$ cat config.mk
export PLATFORM = sky130hd
export DESIGN_NAME = bram_sp_arbiter
export DESIGN_NICKNAME = d
export VERILOG_FILES = /design/src/rtl/bram_sp_arbiter.sv
export SDC_FILE = /design/constraint.sdc
export NUM_CORES = 1
export LEC_CHECK = 0
export ABC_CLOCK_PERIOD_IN_PS = 1600
export BUFFER_PORTS_ARGS = -buffer_cell sky130_fd_sc_hd__clkbuf_2
export CAP_MARGIN = 20
export CORE_ASPECT_RATIO = 0.7
export CORE_MARGIN = 8
export CORE_UTILIZATION = 27
export DETAILED_ROUTE_END_ITERATION = 12
export PLACE_DENSITY = 0.88
export SYNTH_ARGS = -nofsm -noshare
export SYNTH_HDL_FRONTEND = slang
export SYNTH_SLANG_ARGS = --single-unit
$ cat constraint.sdc
create_clock -name clk -period 1.6 [get_ports clk]
set_input_delay 0.24 -clock clk [delete_from_list [all_inputs] [get_ports clk]]
set_output_delay 0.24 -clock clk [all_outputs]
set_load 0.05 [all_outputs]
$ cat src/rtl/bram_sp_arbiter.sv
// bram_sp_arbiter
// Two-requester front end for a single-port block RAM with a registered read.
// Round-robin arbitration with a bounded burst allowance; read data is routed
// back to the requester that issued the read, one cycle after acceptance.
module bram_sp_arbiter #(
  parameter int ADDR_W    = 5,
  parameter int DATA_W    = 32,
  parameter int MAX_BURST = 2
) (
  input  logic              clk,
  input  logic              rst,
  input  logic              req0_valid,
  output logic              req0_ready,
  input  logic              req0_we,
  input  logic [ADDR_W-1:0] req0_addr,
  input  logic [DATA_W-1:0] req0_wdata,
  output logic              rsp0_valid,
  output logic [DATA_W-1:0] rsp0_rdata,
  input  logic              req1_valid,
  output logic              req1_ready,
  input  logic              req1_we,
  input  logic [ADDR_W-1:0] req1_addr,
  input  logic [DATA_W-1:0] req1_wdata,
  output logic              rsp1_valid,
  output logic [DATA_W-1:0] rsp1_rdata,
  output logic              ram_wea,
  output logic [ADDR_W-1:0] ram_addra,
  output logic [DATA_W-1:0] ram_dina,
  input  logic [DATA_W-1:0] ram_douta
);

  localparam int              CNT_W   = $clog2(MAX_BURST + 1);
  localparam logic [CNT_W-1:0] CNT_MAX = CNT_W'(MAX_BURST);
  localparam logic [CNT_W-1:0] CNT_ONE = CNT_W'(1);

  // Saturating increment: the burst counter pins at MAX_BURST instead of wrapping.
  function automatic logic [CNT_W-1:0] sat_inc(input logic [CNT_W-1:0] c);
    if (c >= CNT_MAX) begin
      return CNT_MAX;
    end
    return c + CNT_ONE;
  endfunction

  // Arbitration state: who won last and how many consecutive wins it has had.
  logic             last_grant;
  logic [CNT_W-1:0] burst_cnt;

  logic gnt0_p0;
  logic gnt1_p0;
  logic rd_p0;

  logic vld_p1;
  logic tag_p1;

  // ---- Stage p0: combinational grant and RAM drive in the acceptance cycle ----

  // Pick the winner; the incumbent keeps the port only while its burst allowance lasts.
  always_comb begin
    gnt0_p0 = 1'b0;
    gnt1_p0 = 1'b0;
    if (!rst) begin
      if (req0_valid && req1_valid) begin
        if (burst_cnt < CNT_MAX) begin
          gnt0_p0 = ~last_grant;
          gnt1_p0 = last_grant;
        end else begin
          gnt0_p0 = last_grant;
          gnt1_p0 = ~last_grant;
        end
      end else begin
        gnt0_p0 = req0_valid;
        gnt1_p0 = req1_valid;
      end
    end
  end

  assign req0_ready = gnt0_p0;
  assign req1_ready = gnt1_p0;
  assign rd_p0      = (gnt0_p0 && !req0_we) || (gnt1_p0 && !req1_we);

  // Steer the winner's fields onto the RAM port; idle port is driven to zero.
  always_comb begin
    ram_wea   = 1'b0;
    ram_addra = '0;
    ram_dina  = '0;
    if (gnt0_p0) begin
      ram_wea   = req0_we;
      ram_addra = req0_addr;
      ram_dina  = req0_wdata;
    end else if (gnt1_p0) begin
      ram_wea   = req1_we;
      ram_addra = req1_addr;
      ram_dina  = req1_wdata;
    end
  end

  // Update burst bookkeeping on every grant and remember which requester owns the in-flight read.
  always_ff @(posedge clk) begin
    if (rst) begin
      last_grant <= 1'b1;
      burst_cnt  <= CNT_MAX;
      vld_p1     <= 1'b0;
      tag_p1     <= 1'b0;
    end else begin
      if (gnt0_p0 || gnt1_p0) begin
        if (gnt1_p0 == last_grant) begin
          burst_cnt <= sat_inc(burst_cnt);
        end else begin
          burst_cnt <= CNT_ONE;
        end
        last_grant <= gnt1_p0;
      end
      vld_p1 <= rd_p0;
      tag_p1 <= gnt1_p0;
    end
  end

  // ---- Stage p1: RAM output is valid; route it to the issuing requester ----

  // A reset in the response cycle swallows the response of a read accepted just before it.
  assign rsp0_valid = vld_p1 && !tag_p1 && !rst;
  assign rsp1_valid = vld_p1 &&  tag_p1 && !rst;
  assign rsp0_rdata = ram_douta;
  assign rsp1_rdata = ram_douta;

endmodule

### Word level (Yosys, flattened, before mapping)

Cells that the tools add are included.

| word-level totals | value |
|---|---|
| flip-flop bits (word level) | 5 |
| input bits | 112 |

| cells by class | value |
|---|---|
| $add $sub $neg | 1 |
| magnitude comparators | 2 |
| eq/ne operators | 1 |
| muxes and demuxes | 19 |
| bitwise gates (word level) | 1 |
| reductions and logical operators | 13 |

Operators with widths:

| kind | count |
|---|---|
| 32-bit 2-to-1 mux | 2 |
| 1-bit 2-to-1 mux | 12 |
| 5-bit 2-to-1 mux | 2 |
| 1-bit logical AND | 7 |
| 2-bit 2-to-1 mux | 3 |
| 1-bit zero test | 4 |
| 2-bit by 1-bit adder with 2-bit output, second input constant | 1 |
| 2-bit >= comparator, second input constant | 1 |
| 1-bit logical OR | 2 |
| 2-bit < comparator, second input constant | 1 |
| 1-bit equality test | 1 |
| 1-bit NOT | 1 |

### Depth between registers and ports, before layout

| depth | value |
|---|---|
| depth in word-level cells | 10 |
| gate-level depth with buffers | 6 |

### Worst setup path before layout

No wires, ideal clock.

| path | value |
|---|---|
| path type | register -> output |
| start | register burst_cnt[1] |
| end | output port ram_dina[12] |
| arrival time | 1590 ps |
| data required time | 1360 ps |
| slack | -230 ps |
| stages on the path, launching flop included | 6 |
| cells stage by stage | dfxtp_1 buf_6 xor2_2 a21oi_2 buf_2 a22o_1 |

RTL lines:

| what | line | source |
|---|---|---|
| start: declaration | 46 | `logic [CNT_W-1:0] burst_cnt;` |
| start signal: assignment | 107 | `burst_cnt <= sat_inc(burst_cnt);` |
| 2-bit < comparator | 63 | `if (burst_cnt < CNT_MAX) begin` |
| 1-bit 2-to-1 mux | 63 |  |
| 1-bit 2-to-1 mux | 62 | `if (req0_valid && req1_valid) begin` |
| 1-bit 2-to-1 mux | 61 | `if (!rst) begin` |
| named net req0_ready | 13 | `output logic req0_ready,` |
| 32-bit 2-to-1 mux | 86 | `if (gnt0_p0) begin` |
| end: declaration | 28 | `output logic [DATA_W-1:0] ram_dina,` |

The timed path passes the listed nets, and every way through them passes these cells.

### Final worst setup path

| path | value |
|---|---|
| start | register burst_cnt[1] |
| end | output port ram_dina[14] |

| on the way | value |
|---|---|
| longest elaborated chain between the ends | 6 |

RTL lines:

| what | line | source |
|---|---|---|
| 2-bit < comparator (*) | 63 |  |
| 1-bit 2-to-1 mux | 63 |  |
| 1-bit 2-to-1 mux | 62 |  |
| 1-bit 2-to-1 mux | 61 |  |
| 32-bit 2-to-1 mux | 90 | `end else if (gnt1_p0) begin` |
| 32-bit 2-to-1 mux (*) | 86 |  |

Every way passes the cells marked *; elsewhere a longest branch is shown, timed or not.

==> impl_metrics.csv <==
group,metric,value,unit
sta,final-max-slew-violation-count,0,
sta,final_critical_path_share_of_the_clock_period,111,%
sta,timing.final.crit_period,1.77,ns
logic_synthesis,synthDominantAreaCellType,"buf_4",
global_route,first_global_vias,1344,
die,floorplan.initialDensity,28.2,%
worst_setup_path,worst-endpoint-arrival,1.53,ns
global_route,grt_antenna_before_repair,0,
finish,antenna_cells,0,
finish,final_layout_net_count,323,
cts,worst_skew_pair.late_latency,0.22,ns
sta,hold_ws,0.315,ns
global_route,grt-ovfl-total,0,
finish,drive_above_1_share,82.9,%
sta,final.setup_skew,0.000653,ns
sta,setup-tns-final,-5.48,ns
logic_synthesis,yosys_warning_count,0,
detailed_routing,finalWirelength,4460,µm
sta,worst_slack,-0.168,ns
die,die_w,96.8,µm
cts,h-tree-depth,1,
worst_setup_path,crit_path_frequent_cell,"buf_12",
logic_synthesis,synthTopCellsByArea,"buf_4 40%, a22o_1 27%, dfxtp_1 8.1%, buf_6 3.7%, xnor2_4 2.2%",
cts,cts_num_sinks,5,
logic_synthesis,synthesis.instances,149,
global_route,total_global_routing_track_utilization,11.3,%
pwr,power.total,1.40,mW
finish,fillerInstances,381,
detailed_routing,routedWlPerCell,16.8,µm
cts,cts_post_setup_buffers_inserted,0,
cts,cts.hold.buffers_added,0,
sta,timing.slew.headroom,81.2,%
detailed_routing,drt_pre_antenna_iters,4,
finish,final-instance-count-excl-fill,265,
logic_synthesis,post_synth_top_area_share,40.2,%
finish,area_delta_synth_final,77.7,%
detailed_routing,postRouteAntennaNets,0,
placed_design,preCtsSetupSlack,-0.0857,ns
sta,max_slew.worst_pin.slew,0.283,ns
cts,clkSlewWorstSetupHoldPaths,0.04,ns
pwr,max-vdd-ir-drop,312,µV
global_route,wire_length_of_the_first_global_routing_pass,6700,µm
placed_design,placement.cell_area,1990,µm²
sta,rsz0062_at_grt,"true",
logic_synthesis,synth_adder_area_share,0,%
worst_setup_path,critical_path.max_stage_delay,0.37,ns
cts,clock_path_buffers,2,
pwr,cellPowerDensity,638,nW/µm²
sta,setup_violating_endpoint_count_in_the_final_report,37,
logic_synthesis,synth_top_family_by_area,"buffers and inverters",
cts,clock_tree.root_cell,"clkbuf_8",
logic_synthesis,compound_cell_area_share_of_the_yosys_netlist,33.2,%
placed_design,finalWeightedCongestion,0.752,
die,die_height,72.6,µm
cts,tritoncts,"done",
worst_setup_path,crit_type,"register to output pin",
die,core-area,4380,µm²
outcome,run_status,"finished, violations left",
sta,final_hold_viol_count,0,
detailed_routing,drc,0,
die,placement_row_count,20,
logic_synthesis,synth_xor_xnor_area_share,3.55,%
worst_setup_path,critPathLaunchType,"register",
logic_synthesis,post_synth_and_or_nand_nor_area_fraction,6.80,%
worst_setup_path,timing.critical_path.required,1.36,ns
detailed_routing,num_vias,1268,
placed_design,place.port_buffers,121,
logic_synthesis,mappedNetlistNets,261,
logic_synthesis,post_synth_mux_area_share,1.62,%
global_route,grt_max_degree,22,
die,io_pins,218,
logic_synthesis,synthesis.area_per_instance,8.28,µm²
worst_setup_path,worstPathMaxFanout,21,
logic_synthesis,synth.distinct_cells,23,
worst_setup_path,cp_slowest_cell,"dfxtp_4",
outcome,violations_in_the_final_reports,"setup timing",
detailed_routing,initialDrtViolationCount,17,
min_path,holdCritPathClass,"input pin to register",
worst_setup_path,end_kind,"output pin",
pwr,leakagePower,1.09,nW
logic_synthesis,ys_seq_elements,5,
detailed_routing,routed_via_density,4.78,
worst_setup_path,critical_path_cell_sequence,"xnor2_4 > a21oi_4 > buf_12 > a22o_2 > buf_12",
die,floorplan.die_area,7020,µm²
cts,cts_made_buffers,3,
logic_synthesis,share_of_synthesized_area_occupied_by_flip_flops_and_latches,8.11,%
run,maxCapViolCount,0,
finish,final_core_occ,50.1,%
finish,layout.cell_area.non_filler,2190,µm²
placed_design,place.detailed.hpwl,3820,µm
sta,fmax,565,MHz
logic_synthesis,syn-cell-area,1230,µm²
placed_design,numPlacedInstances,261,
where the power goes:
group / internal, mW / total (mW) / leakage [nW] / switching (mW)
Clock: 0.171 / 0.233 / 0.0228 / 0.0621
Combinational: 0.506 / 1.01 / 1.03 / 0.506
Sequential: 0.137 / 0.154 / 0.0419 / 0.0165
worst paths after layout:
path	startpoint	end	slack, ns	cells after the start
worst max-delay path	burst_cnt[1]$_SDFFE_PP1P_	ram_dina[14]	-0.17	5
worst min-delay path	req0_we	vld_p1$_SDFF_PP0_	0.32	3
worst max register to register	burst_cnt[1]$_SDFFE_PP1P_	vld_p1$_SDFF_PP0_	0.39	4
worst min register to register	burst_cnt[0]$_SDFFE_PP0P_	burst_cnt[0]$_SDFFE_PP0P_	0.59	2
critical path: cells and delay by family, from the launching register on:
| family | cells | cell delay (ns) |
|---|---|---|
| AO/OA/AOI/OAI | 2 | 0.39 |
| XOR/XNOR | 1 | 0.22 |
| buffers and inverters | 2 | 0.32 |
| flip-flops | 1 | 0.37 |
per-layer routing:
layer / wire length, µm / track usage, % / vias up
met2: 2370 / 20.7 / 94
met3: 564 / 7.50 / 11
li1: - / - / 589
met4: 60 / 3.40 / 0
met5: 0 / 0 / -
met1: 1470 / 10.0 / 574
Yosys cell counts:
cell type,count
a211o_1,1
a21boi_0,1
a21oi_1,4
a21oi_2,2
a22o_1,38
and3b_1,2
buf_2,5
buf_4,66
buf_6,4
clkbuf_1,1
dfxtp_1,5
inv_1,2
mux2i_1,2
nand2_1,3
nand2b_1,3
nor3_1,1
nor3b_1,3
nor4b_1,1
o21ai_0,1
o21ba_2,1
o21bai_1,1
xnor2_4,1
xor2_2,1
logic make-up after synthesis:
| kind of cell | Yosys count |
|---|---|
| AOI/OAI and AO/OA | 49 |
| buffers and inverters | 78 |
| muxes | 2 |
| xor gates and xnor gates | 2 |
| and+or+nand+nor | 13 |
| DFF | 5 |
layout by cell type (no fill, tap or decap), types with 2 or more instances in the layout:
| cell type | instances |
|---|---|
| nand2_1 | 3 |
| inv_1 | 2 |
| and3b_1 | 2 |
| a22o_2 | 25 |
| dfxtp_1 | 3 |
| dfxtp_4 | 2 |
| buf_4 | 7 |
| nand2b_1 | 3 |
| a22o_1 | 9 |
| a22o_4 | 4 |
| clkbuf_2 | 81 |
| mux2i_1 | 2 |
| a21oi_4 | 2 |
| clkbuf_8 | 3 |
| buf_12 | 35 |
| buf_8 | 9 |
| a21oi_1 | 3 |
| nor3b_1 | 2 |
what timing repair did:
action	CTS	global route
endpoints found under the setup margin	40	40
gates resized for setup	27	14
pin swaps	3	0
registers in the layout (all words and copies together), names as in the netlist:
name	cells
tag_p1	1
last_grant	1
burst_cnt	2
vld_p1	1
area by class of cell:
class / count / area, µm² / share of cell area (%)
clock buffers: 4 / 45.0 / 2.05
repair buffers: 133 / 1310 / 59.5
flip-flops and latches: 5 / 108 / 4.91
inverters: 2 / 7.51 / 0.342
multi-input cells: 66 / 658 / 30.0
well taps: 55 / 68.8 / 3.14
Power figures use the tool's default switching activity.
